<file path="src/rtl/secp256k1_pkg.sv">
// Shared constants and types for the secp256k1 modular-inverse arbiter.
// Holds the field prime, operand width and arbiter state encoding.
package secp256k1_pkg;

   localparam int unsigned W = 256;

   localparam logic [W-1:0] P =
      256'hFFFFFFFF_FFFFFFFF_FFFFFFFF_FFFFFFFF_FFFFFFFF_FFFFFFFF_FFFFFFFE_FFFFFC2F;

   typedef enum logic [1:0] {
      IDLE,
      ISSUE,
      WAIT_DONE,
      RESPOND
   } arb_state_t;

endpackage

</file>
<file path="src/rtl/mod_inv_arb_if.sv">
// Requester-side request/response bundle of the modular-inverse arbiter.
// master = requesters, slave = arbiter.
interface mod_inv_arb_if #(
   parameter int NUM_REQ = 2
);
   import secp256k1_pkg::*;

   logic [NUM_REQ-1:0]   req_valid;
   logic [NUM_REQ*W-1:0] req_operand;
   logic [NUM_REQ-1:0]   req_ready;
   logic [NUM_REQ-1:0]   resp_valid;
   logic [W-1:0]         resp_result;
   logic                 resp_err;

   modport master (
      output req_valid,
      output req_operand,
      input  req_ready,
      input  resp_valid,
      input  resp_result,
      input  resp_err
   );

   modport slave (
      input  req_valid,
      input  req_operand,
      output req_ready,
      output resp_valid,
      output resp_result,
      output resp_err
   );

endinterface

</file>
<file path="src/rtl/rr_arbiter.sv">
// Round-robin selector: first asserted request at or after ptr wins.
// Pure combinational; grant is one-hot or zero.
module rr_arbiter #(
   parameter  int N  = 2,
   localparam int PW = $clog2(N)
) (
   input  logic [N-1:0]  req,
   input  logic [PW-1:0] ptr,
   output logic [N-1:0]  grant
);

   logic found;

   always_comb begin
      grant = '0;
      found = 1'b0;
      for (int k = 0; k < N; k++) begin
         for (int j = 0; j < N; j++) begin
            if (!found && req[j] && j == (int'(ptr) + k) % N) begin
               grant[j] = 1'b1;
               found    = 1'b1;
            end
         end
      end
   end

endmodule

</file>
<file path="src/rtl/mod_inv_arb.sv">
// Arbitrates NUM_REQ requesters onto one secp256k1 modular-inverse unit.
// Optional watchdog on the inverse unit: define MOD_INV_ARB_TIMEOUT_EN.
module mod_inv_arb
   import secp256k1_pkg::*;
#(
   parameter int NUM_REQ = 2,
   parameter int TIMEOUT = 1024
) (
   input  logic         clk,
   input  logic         reset,
   mod_inv_arb_if.slave bus,
   output logic         inv_start,
   output logic [W-1:0] inv_operand,
   input  logic         inv_done,
   input  logic [W-1:0] inv_result,
   output logic         busy
);

   localparam int PW = $clog2(NUM_REQ);
   localparam logic [NUM_REQ-1:0] ONE = NUM_REQ'(1);

   arb_state_t state, state_n;

   logic [PW-1:0]      ptr;
   logic [PW-1:0]      idx;
   logic [PW-1:0]      grant_idx;
   logic [NUM_REQ-1:0] grant;
   logic [W-1:0]       sel_op;
   logic [W-1:0]       op_q;
   logic [W-1:0]       res_q;
   logic               err_q;
   logic               accept;
   logic               op_ok;
   logic               timeout;

   rr_arbiter #(.N(NUM_REQ)) u_rr (
      .req   (bus.req_valid),
      .ptr   (ptr),
      .grant (grant)
   );

   always_comb begin
      sel_op    = '0;
      grant_idx = '0;
      for (int i = 0; i < NUM_REQ; i++) begin
         if (grant[i]) begin
            sel_op    = bus.req_operand[i*W +: W];
            grant_idx = PW'(i);
         end
      end
   end

   assign op_ok         = (sel_op != '0) && (sel_op < P);
   assign bus.req_ready = (state == IDLE && !reset) ? grant : '0;
   assign accept        = |bus.req_ready;

   always_comb begin
      state_n = state;
      unique case (1'b1)
         state == IDLE:
            if (accept) state_n = op_ok ? ISSUE : RESPOND;
         state == ISSUE:
            state_n = WAIT_DONE;
         state == WAIT_DONE:
            if (inv_done || timeout) state_n = RESPOND;
         state == RESPOND:
            state_n = IDLE;
         default:
            state_n = IDLE;
      endcase
   end

   always_ff @(posedge clk) begin
      if (reset) begin
         state <= IDLE;
         ptr   <= '0;
         idx   <= '0;
         op_q  <= '0;
         res_q <= '0;
         err_q <= 1'b0;
      end else begin
         state <= state_n;
         if (accept) begin
            idx  <= grant_idx;
            op_q <= sel_op;
            ptr  <= (grant_idx == PW'(NUM_REQ - 1)) ? '0 : grant_idx + 1'b1;
            if (!op_ok) begin
               res_q <= '0;
               err_q <= 1'b1;
            end
         end
         // a completion in the same cycle as the watchdog still wins
         if (state == WAIT_DONE) begin
            if (inv_done) begin
               res_q <= inv_result;
               err_q <= 1'b0;
            end else if (timeout) begin
               res_q <= '0;
               err_q <= 1'b1;
            end
         end
      end
   end

`ifdef MOD_INV_ARB_TIMEOUT_EN
   localparam int CW = $clog2(TIMEOUT + 1);

   logic [CW-1:0] to_cnt;

   always_ff @(posedge clk) begin
      if (reset || state != WAIT_DONE) to_cnt <= '0;
      else                             to_cnt <= to_cnt + 1'b1;
   end

   assign timeout = (state == WAIT_DONE) && (to_cnt == CW'(TIMEOUT - 1));
`else
   assign timeout = 1'b0;
`endif

   assign inv_start       = (state == ISSUE);
   assign inv_operand     = op_q;
   assign busy            = (state != IDLE);
   assign bus.resp_valid  = (state == RESPOND) ? (ONE << idx) : '0;
   assign bus.resp_result = res_q;
   assign bus.resp_err    = err_q;

   param_ok_a: assert property (@(posedge clk)
      NUM_REQ >= 2 && NUM_REQ <= 8 && TIMEOUT >= 1);

endmodule

</file>
<file path="src/flat_wrapper.sv">
// flat-port wrapper written by rule: the top's interface ports become plain ports
module mod_inv_arb_flat import secp256k1_pkg::*;
#(
   parameter int NUM_REQ = 2,
   parameter int TIMEOUT = 1024
)
  (clk, reset, inv_start, inv_operand, inv_done, inv_result, busy, bus_req_valid, bus_req_operand, bus_req_ready, bus_resp_valid, bus_resp_result, bus_resp_err);
  mod_inv_arb_if #(.NUM_REQ(NUM_REQ)) bus_i ();
  input  logic clk;
  input  logic reset;
  output logic inv_start;
  output logic [W-1:0] inv_operand;
  input  logic inv_done;
  input  logic [W-1:0] inv_result;
  output logic busy;
  input wire logic [$bits(bus_i.req_valid)-1:0] bus_req_valid;
  input wire logic [$bits(bus_i.req_operand)-1:0] bus_req_operand;
  output wire logic [$bits(bus_i.req_ready)-1:0] bus_req_ready;
  output wire logic [$bits(bus_i.resp_valid)-1:0] bus_resp_valid;
  output wire logic [$bits(bus_i.resp_result)-1:0] bus_resp_result;
  output wire logic [$bits(bus_i.resp_err)-1:0] bus_resp_err;
  assign bus_i.req_valid = bus_req_valid;
  assign bus_i.req_operand = bus_req_operand;
  assign bus_req_ready = bus_i.req_ready;
  assign bus_resp_valid = bus_i.resp_valid;
  assign bus_resp_result = bus_i.resp_result;
  assign bus_resp_err = bus_i.resp_err;
  mod_inv_arb #(.NUM_REQ(NUM_REQ), .TIMEOUT(TIMEOUT)) u_core (.clk(clk), .reset(reset), .bus(bus_i), .inv_start(inv_start), .inv_operand(inv_operand), .inv_done(inv_done), .inv_result(inv_result), .busy(busy));
endmodule
</file>
<file path="config.mk">
export PLATFORM = sky130hd
export DESIGN_NAME = mod_inv_arb_flat
export DESIGN_NICKNAME = d
export VERILOG_FILES = /design/src/rtl/secp256k1_pkg.sv /design/src/rtl/mod_inv_arb_if.sv /design/src/rtl/rr_arbiter.sv /design/src/rtl/mod_inv_arb.sv /design/src/flat_wrapper.sv
export SDC_FILE = /design/constraint.sdc
export NUM_CORES = 1
export LEC_CHECK = 0
export CORE_AREA = 4 4 505 507
export CTS_BUF_LIST = sky130_fd_sc_hd__clkbuf_8
export CTS_CLUSTER_SIZE = 30
export DETAILED_ROUTE_END_ITERATION = 10
export DIE_AREA = 0 0 509 511
export DONT_BUFFER_PORTS = 1
export GPL_TIMING_DRIVEN = 0
export HOLD_SLACK_MARGIN = 0.05
export PLACE_DENSITY_LB_ADDON = 0.2
export RECOVER_POWER = 100
export SYNTH_ARGS = -nofsm -noshare
export SYNTH_HDL_FRONTEND = slang
export SYNTH_HIERARCHICAL = 1
export SYNTH_SLANG_ARGS = --single-unit
</file>
<file path="constraint.sdc">
create_clock -name clk -period 4.3 [get_ports clk]
set_input_delay 0.43 -clock clk [delete_from_list [all_inputs] [get_ports clk]]
set_output_delay 0.43 -clock clk [all_outputs]
set_load 0.03 [all_outputs]
</file>
After elaboration in Yosys (flattened, before gate mapping)
Cells that the tools add are included.
Widths: inputs -> output; s select.
{ "classes": {"n_addsub": 2, "order_cmp": 1, "eq_ne": 6, "shifts": 1, "muxes": 24, "bitwise_logic": 1, "n_reduce_logical": 20} }
{ "op_table": {"columns": ["operator", "count"], "rows": [
  ["$mux 256", 6],
  ["$lt 256x256->1 const B", 1],
  ["$reduce_bool 256->1", 1],
  ["$logic_not 32->1", 2],
  ["$mux 1", 12],
  ["$mux 2", 5],
  ["$logic_and 1x1->1", 9],
  ["$pmux 2 s3", 1],
  ["$eq 2x2->1 const B", 2],
  ["$logic_not 1->1", 4],
  ["$add 1x1->1 const B", 2],
  ["$eq 2x1->1 const B", 1],
  ["$eq 2x2->1 const A", 1],
  ["$logic_not 2->1", 1],
  ["$ne 2x1->1 const B", 1],
  ["$ne 2x2->1 const B", 1],
  ["$reduce_and 2->1", 1],
  ["$reduce_bool 2->1", 1],
  ["$reduce_or 2->1", 1],
  ["$shl 1x1->2 const A", 1],
  ["$and 1x1->1 const A", 1]
]} }
{ "word_totals": {"ff_bits": 517, "out_inout_bits": 519} }

Logic depth before layout (Yosys ltp)
Gate-level depths: netlist (run 1).
{ "depth": {"word_depth": 22, "ltp_mapped": 15, "mapped_depth_nobuf": 10} }

Hierarchy
The synthesis (run 1) kept the hierarchy.
{ "modules_own_cells": {"columns": ["mod", "n_inst", "cells_per_inst", "area_per_inst_um2", "seq_area_each_um2"], "rows": [
  ["mod_inv_arb", 1, 2818, 22694.3, 10349.9],
  ["rr_arbiter", 1, 3, 18.8, 0.0]
]} }

Worst setup path before layout (run 1)
No wires, ideal clock.
{ "synth_timing": {"path_kind": "input -> register", "start": "input bus_req_valid[1]", "end": "register u_core.res_q[100] (netlist: u_core/bus.resp_result[100])", "t_arrival_ns": 2.986, "t_required_ns": 4.171, "setup_slack_ns": 1.184, "stages": 13, "path_cell_list": "a21boi_1 -> clkbuf_1 -> nand2b_1 -> buf_2 -> o22a_1 -> a2111o_1 -> or4_1 -> nor4_1 -> nand4_1 -> a21oi_2 -> buf_2 -> buf_2 -> o31ai_1"} }
{ "synth_between": {"elab_chain_len": 18, "word_cells_on_any_way": 24, "cone_classes": "1 x order compare; 12 x mux; 11 x reduce/logical"} }
{ "synth_rtl": {"columns": ["element", "line", "source"], "rows": [
  ["start: declaration", "flat_wrapper.sv:16", "input wire logic [$bits(bus_i.req_valid)-1:0] bus_req_valid;"],
  ["$logic_and 1x1->1 (2 in series)", "rr_arbiter.sv:19", "if (!found && req[j] && j == (int'(ptr) + k) % N) begin"],
  ["$mux 1", "rr_arbiter.sv:19", null],
  ["$logic_not 1->1", "rr_arbiter.sv:19", null],
  ["$logic_and 1x1->1 (2 in series)", "rr_arbiter.sv:19", null],
  ["$mux 1", "rr_arbiter.sv:19", null],
  ["$logic_not 1->1", "rr_arbiter.sv:19", null],
  ["$logic_and 1x1->1 (2 in series)", "rr_arbiter.sv:19", null],
  ["$mux 1", "rr_arbiter.sv:19", null],
  ["$mux 256", "mod_inv_arb.sv:46", "if (grant[i]) begin"],
  ["$lt 256x256->1 / $reduce_bool 256->1 (equally long branches)", "mod_inv_arb.sv:53", "assign op_ok = (sel_op != '0) && (sel_op < P);"],
  ["$logic_and 1x1->1", "mod_inv_arb.sv:53", null],
  ["$mux 256", "mod_inv_arb.sv:87", "if (!op_ok) begin"],
  ["$mux 256 *", "mod_inv_arb.sv:83", "if (accept) begin"],
  ["$mux 256", "mod_inv_arb.sv:94", "if (inv_done) begin"],
  ["$mux 256 *", "mod_inv_arb.sv:93", "if (state == WAIT_DONE) begin"],
  ["end signal: assignment", "mod_inv_arb.sv:95", "res_q <= inv_result;"],
  ["end: declaration", "mod_inv_arb.sv:30", "logic [W-1:0] res_q;"]
]} }
Every way passes the cells marked *; elsewhere a longest branch is shown, timed or not.
A chain may end at the register's enable or synchronous reset.

Worst setup path in the final report (run 1)
{ "layout_timing": {"start": "register u_core.ptr", "end": "register u_core.op_q[47] (netlist: u_core/inv_operand[47])"} }
{ "layout_between": {"word_cells_on_any_way": 25, "cone_classes": "1 x add/sub; 1 x eq/ne; 9 x mux; 1 x bitwise; 13 x reduce/logical"} }
{ "layout_lines": {"columns": ["element", "line", "source"], "rows": [
  ["start: declaration", "mod_inv_arb.sv:24", "logic [PW-1:0] ptr;"],
  ["start signal: assignment", "mod_inv_arb.sv:86", "ptr <= (grant_idx == PW'(NUM_REQ - 1)) ? '0 : grant_idx + 1'b1;"],
  ["$logic_not 32->1", "rr_arbiter.sv:19", null],
  ["$logic_and 1x1->1", "rr_arbiter.sv:19", null],
  ["$mux 1", "rr_arbiter.sv:19", null],
  ["$logic_not 1->1", "rr_arbiter.sv:19", null],
  ["$logic_and 1x1->1 (2 in series)", "rr_arbiter.sv:19", null],
  ["$mux 1", "rr_arbiter.sv:19", null],
  ["$logic_not 1->1", "rr_arbiter.sv:19", null],
  ["$logic_and 1x1->1 (2 in series)", "rr_arbiter.sv:19", null],
  ["$mux 1 *", "rr_arbiter.sv:19", null],
  ["net u_core.grant[0]", "mod_inv_arb.sv:27", "logic [NUM_REQ-1:0] grant;"],
  ["$mux 256 / $mux 2 (equally long branches)", "mod_inv_arb.sv:46, mod_inv_arb.sv:54", null],
  ["$mux 256 / $reduce_or 2->1 (equally long branches)", "mod_inv_arb.sv:46, mod_inv_arb.sv:55", null],
  ["end signal: assignment", "mod_inv_arb.sv:85", "op_q <= sel_op;"],
  ["end: declaration", "mod_inv_arb.sv:29", "logic [W-1:0] op_q;"]
]} }
Mark *: on every way through the listed nets, which the timed path passes. The rest lies on a longest branch.

==> metrics.txt, run 1 <==
Fin. Hold Viols=0; sw power=about 8.5 mW; clk_skew=93.09 ps; WL per Instance=45.52 µm; power per cell area=492.0 nW/µm²; commonest non-fill, non-tap cells in the layout=767 x dlygate4sd3_1, 517 x dfxtp_1, 329 x nand2_1, 294 x inv_1, 280 x nor2_1; internal power=slightly above 10 mW; # setup viols final=5; IO Count=1,292; commonest non-fill, non-tap cell in the layout=dlygate4sd3_1; number of global-route vias before repair=roughly 31,000; Detailed Route WL=335.9 mm; Worst slew margin=-8.096%; register area share after synthesis=roughly 46%; largest net degree at the start of global routing=18; maximum resistive drop on vdd=~0.19 mV; fin crit period=~4400 ps; synthesized area=~23,000 µm²; Final GP Congestion=about 0.95; DRC violations left=0; Netlist cell types=53; GR Util met3=11.82%; Avg Vias per Cell=~4.4; asr flop ratio synth=0%; met2 Track Usage GR=a little over two fifths; Initial Util=between 9 and 10%; initial antenna violation count=190; sw frac=between 40% and 50%; PortBufs=0; max_cap viols=3; failing checks=max-capacitance violations, max-slew violations, negative setup slack; DRT Pass-1 Iters=8; Clock transition at path regs=roughly 60 ps; Setup WS post-layout=-54.46 ps; Sequential Power Share=a little under half; Leakage=roughly 12 nW; setup total negative slack=-113.7 ps; Synth area leaders=dfxtp_1 46%, o31ai_1 8.5%, a221oi_1 8.0%; Clock Power Share=between 30% and 40%; Syn Area/Cell=~8 µm²; Site Rows=about 180; outcome=complete, but fails checks; CTS H-tree depth=3; crit path max fanout=10; CP endpoint kind=flop; HPWL after DPL=~270 mm; CTS Sinks=approximately 520; Worst-Margin Slew=between 1500 and 2000 ps; largest area contributor in the synthesized netlist=dfxtp_1; total congestion overflow=0; CTS max path bufs=3; kind of critical path=flop to flop; Synth Net Count=3,598; chip width=a little over 500 µm; fin crit share=101.3%; first-pass GRT wire length=between 400 and 500 mm; area of the core=roughly 250,000 µm²; Worst EP required=approximately 5100 ps; FMAX=~230 MHz; max-slew violations=23; critical path arrival=5150 ps; predominant post-synthesis flop cell=dfxtp_1; Gate power share=around 22%; nets=4,484; number of synthesized flops with an enable pin=0; GR Layer Usage met1=between 20% and 30%; Hold Path Class=primary input to flop; global-route usage over all layers=about 25%; 1st-iter DRT viols=between 3,000 and 4,000; YS warnings=6; CTS root buf=clkbuf_8; post-route ant nets=0; Util after Layout=15.17%; vias=~32,000; Die Y-Extent=approximately 510 µm; CP startpoint kind=flop; clock latency on the worst-skew pair=approximately 900 ps; P&R area growth vs syn=67.31%; share of cells above drive strength 1=around 7.5%; die area=approximately 260,000 µm²; CTS tree=yes; Yosys reg bits=around 520; post-synthesis instance total=2,821; clock buffer count from CTS=110; Top Usage Layer GRT=met2; top-area cell type share of the netlist area=~46%
## cell usage after synthesis, drive strengths merged, types with 2 or more instances
| cell | number |
|---|---|
| a31o | 2 |
| a211oi | 16 |
| a22oi | 10 |
| and2 | 2 |
| and3 | 22 |
| and4 | 8 |
| a41oi | 3 |
| a21oi | 17 |
| a32oi | 2 |
| o31ai | 256 |
| nor2 | 282 |
| a22o | 4 |
| o21ai | 23 |
| o22a | 3 |
| o41ai | 3 |
| clkbuf | 199 |
| nor2b | 3 |
| nor3 | 241 |
| nor4b | 5 |
| o211ai | 2 |
| nor4 | 120 |
| a221oi | 207 |
| nand4 | 91 |
| nand2b | 4 |
| o2111ai | 3 |
| ha | 4 |
| nand3 | 56 |
| buf | 41 |
| nor3b | 3 |
| or4 | 4 |
| o22ai | 17 |
| nand2 | 338 |
| inv | 261 |
| dfxtp | 517 |
| a21boi | 2 |
| a311oi | 30 |
| a31oi | 9 |
## logic make-up after synthesis
family          share of synthesized area (%)
simple gates                            24.30
compound gates                          21.31
flops                                   45.57
buf+inv                                 8.599
fa+ha+maj                              0.2204
## through the flow
stage | cells | setup slack [ps] | instance area [µm²] | total power [mW] | hold WS (ps)
final | 7379 | -54.46 | 38000 | 18.70 | 140.7
after global placement | 6169 | -3809 | 26900 | 11.84 | 493.1
after CTS | 7146 | -0.7931 | 37390 | 18.89 | 51.45
after floorplan | 2821 | 1184 | 22710 | 9.511 | 454.4
after global routing | 7319 | -20.44 | 37850 | 19.36 | 74.80
after detailed placement | 6173 | -3839 | 26960 | 11.86 | 489.7
## registers in the layout, indices dropped and copies added, names as in the netlist
signal and flops:
u_core/ptr 1, u_core/bus.resp_err 1, u_core/idx 1, u_core/state 2, u_core/bus.resp_result 256, u_core/inv_operand 256
## cell type report
cell class | count | area, µm²
fill | 29010 | 212500
multi-input combinational | 1803 | 10650
sequential | 517 | 10350
timing repair buffer | 775 | 7745
tap | 3348 | 4189
clock buffer | 138 | 1899
buffer | 239 | 1145
inverter | 261 | 979.7
antenna | 233 | 583.1
clock inverter | 65 | 457.9
## power groups by stage
| stage | Combinational [mW] | Sequential [mW] | Clock, mW |
|---|---|---|---|
| final | 4.14 | 8.60 | 5.97 |
| after CTS | 4.04 | 8.68 | 6.17 |
| after global placement | 3.06 | 8.78 | 0 |
| after detailed placement | 3.08 | 8.78 | 0 |
| after floorplan | 1.84 | 7.67 | 0 |
| after global routing | 4.34 | 8.70 | 6.33 |
## worst max-delay path, cell delays in order, from the launching register on
cell and delay (ps):
dfxtp_1 320, a21boi_1 390, nor2b_1 250, clkbuf_4 370, clkbuf_1 470, clkbuf_2 550, clkbuf_1 1180, a221oi_1 410
nor3_1 270
## metal layers
| metal | vias to the layer above | part of all wire, % |
|---|---|---|
| met3 | 1073 | 13 |
| met5 | - | 0.070 |
| li1 | 12490 | - |
| met1 | 15820 | 31 |
| met2 | 2977 | 48 |
| met4 | 38 | 8.6 |
## final timing paths
path,from,to,slack (ps),cells after the start
min reg2reg,u_core/idx,u_core/idx,500,2
max,u_core/ptr,u_core/inv_operand[47],-50,8
max reg2reg,u_core/ptr,u_core/inv_operand[47],-50,8
min,bus_req_operand[260],u_core/inv_operand[4],140,2
## repair_timing
item,4_1_cts,5_1_grt
setup endpoints to repair,519,157
pin swaps,4,2
endpoints found under the hold margin,516,0
setup buffers,4,0
hold buffers,767,0
gates resized for setup,112,24
Note: power is estimated with default switching activity, not from simulation.
==> run 2: changes to the inputs <==
SLEW_MARGIN = 20   (was unset)
==> run 2 against run 1 <==
  * Maximum frequency is 2.7% higher
  * Critical endpoint is now u_core/inv_operand[64]
  * Die area stayed put
  * Clock skew is 0.88 ps lower
  * Sequential power hardly changed
  * The run now ends clean
  * Sequential share of layout area hardly changed
  * Worst setup slack better by 110 ps
  * Via count is 0.29% higher
  * Hold slack better by 50 ps
  * Highest routed layer unchanged
  * Largest cell class unchanged
  * Clock power is 3% lower
==> metrics.txt, run 2 (same netlist as run 1, synthesis figures left out) <==
commonest non-fill, non-tap cells in the layout=764 x dlygate4sd3_1, 517 x dfxtp_1, 329 x nand2_1, 299 x inv_1, 280 x nor2_1; die area=260,100 µm² (unchanged); Fin. Hold Viols=0 (unchanged); total congestion overflow=0 (unchanged); CTS max path bufs=3 (unchanged); total power=18.51 mW (-1.0%); CP endpoint kind=flop; PortBufs=0 (unchanged); max-slew violations=0 (-100%); clock latency on the worst-skew pair=890 ps (about the same); share of cells above drive strength 1=7.773% (+0.32 points); Worst EP required=5090 ps (about the same); P&R area growth vs syn=67.01%; initial antenna violation count=188 (-1.1%); Avg Vias per Cell=4.415 (+0.56%); largest net degree at the start of global routing=20 (+2); global-route usage over all layers=24.47% (-0.080 points); max_cap viols=0 (-3); DRC violations left=0 (unchanged); crit path max fanout=10 (unchanged); CTS H-tree depth=3 (unchanged); # fillers=28,980 (-0.072%); Gate power share=22.4% (+0.3 points); power per cell area=487.9 nW/µm² (-0.83%); FMAX=235.8 MHz (+2.7%); Hold Path Class=primary input to flop; # setup viols final=0 (-5); outcome=finished, final reports clean; post-route ant nets=0 (unchanged); vias=32,490 (+0.29%); area of the core=250,500 µm² (unchanged); first-pass GRT wire length=403.3 mm (-0.36%); critical path arrival=5030 ps (-120 ps); maximum resistive drop on vdd=0.2123 mV (+10%); Worst slew margin=23.71% (+32 points); chip width=509 µm (unchanged); CTS Sinks=517 (unchanged); Site Rows=184 (unchanged); Setup WS post-layout=58.74 ps (+113.2 ps); fin crit share=98.63% (-2.6 points); clock buffer count from CTS=111 (+0.91%); Leakage=12.11 nW (+0.19%); 1st-iter DRT viols=3,474 (-1.4%); DRT Pass-1 Iters=6 (-2); clk_skew=92.22 ps (-0.8770 ps); HPWL after DPL=270.1 mm (about the same); Die Y-Extent=511 µm (unchanged); Initial Util=9.068% (unchanged); WHS=190.7 ps (+49.97 ps); CTS root buf=clkbuf_8; CP startpoint kind=flop; Detailed Route WL=334.6 mm (-0.39%); setup total negative slack=0 ps (+113.7 ps); Clock Power Share=31.2% (-0.7 points); internal power=10.12 mW (-1.1%); Sequential Power Share=46.4% (+0.4 points); Post-Place Worst Slack=-3387 ps (+452.2 ps); Util after Layout=15.14% (-0.027 points); IO Count=1,292 (unchanged); sw frac=45.30% (about the same); kind of critical path=flop to flop; commonest non-fill, non-tap cell in the layout=dlygate4sd3_1; Clock transition at path regs=60 ps (about the same); WL per Instance=45.46 µm (-0.12%); number of global-route vias before repair=30,810 (-0.61%); sw power=8.384 mW (-0.93%); CTS tree=yes; Worst-Margin Slew=1134 ps (-487.5 ps); fin crit period=4241 ps (-113.2 ps); Final GP Congestion=0.9525 (unchanged); nets=4,487 (+0.067%)
==> run 2: power groups by stage <==
stage	combinational [mW]	clock [mW]	sequential [mW]
after detailed placement	3.08	0	8.78
after CTS	4.05	5.99	8.68
after global placement	3.06	0	8.78
after floorplan	1.84	0	7.67
final	4.14	5.78	8.59
after global routing	4.35	6.15	8.71
==> run 2: routing by layer <==
metal,vias to the layer above,routed length (µm),GRT usage (%)
met5,-,474,0
met4,58,29660,17.76
met3,1095,43260,12.22
met2,3039,158200,41.74
met1,15830,102900,22.47
li1,12470,-,-
==> run 2: worst paths after layout <==
check / startpoint / to / slack (ps) / cells past startpoint
worst max-delay path: u_core/ptr / u_core/inv_operand[64] / 60 / 12
worst min-delay path: inv_result[58] / u_core/bus.resp_result[58] / 190 / 3
worst max register to register: u_core/ptr / u_core/inv_operand[64] / 60 / 12
worst min register to register: u_core/idx / u_core/idx / 490 / 2
==> run 2: worst max-delay path, cell delays in order, from the launching register on <==
cell and delay (ps):
dfxtp_1 360, inv_1 60, a21boi_2 160, buf_6 190
clkbuf_8 280, buf_4 300, buf_2 360, nor2_1 230
nor3_2 490, clkbuf_2 600, clkbuf_1 720, nor2_1 100
nor3_1 190
==> run 2: per-stage QoR <==
stage / area (µm²) / std cells
3_3_place_gp: 26900 / 6169
3_5_place_dp: 27030 / 6176
6_report: 37930 / 7359
4_1_cts: 37350 / 7141
2_1_floorplan: 22710 / 2821
5_1_grt: 37780 / 7299
==> run 2: what timing repair did <==
item	CTS	global route
resized for setup	97	20
hold buffers	764	0
pin swaps	4	3
setup endpoints to repair	516	247
hold endpoints to repair	513	0
setup buffers	5	1
==> run 2: cell type report <==
type	count	area [µm²]	area share [%]
diodes	216	540.5	1.425
plain buffers	238	1130	2.979
clock buffers	139	1913	5.043
clock inverters	59	366.6	0.9665
inverters	261	979.7	2.583
multi-input cells	1803	10690	28.19
flip-flops and latches	517	10350	27.28
well taps	3348	4189	11.04
repair buffers	778	7770	20.48
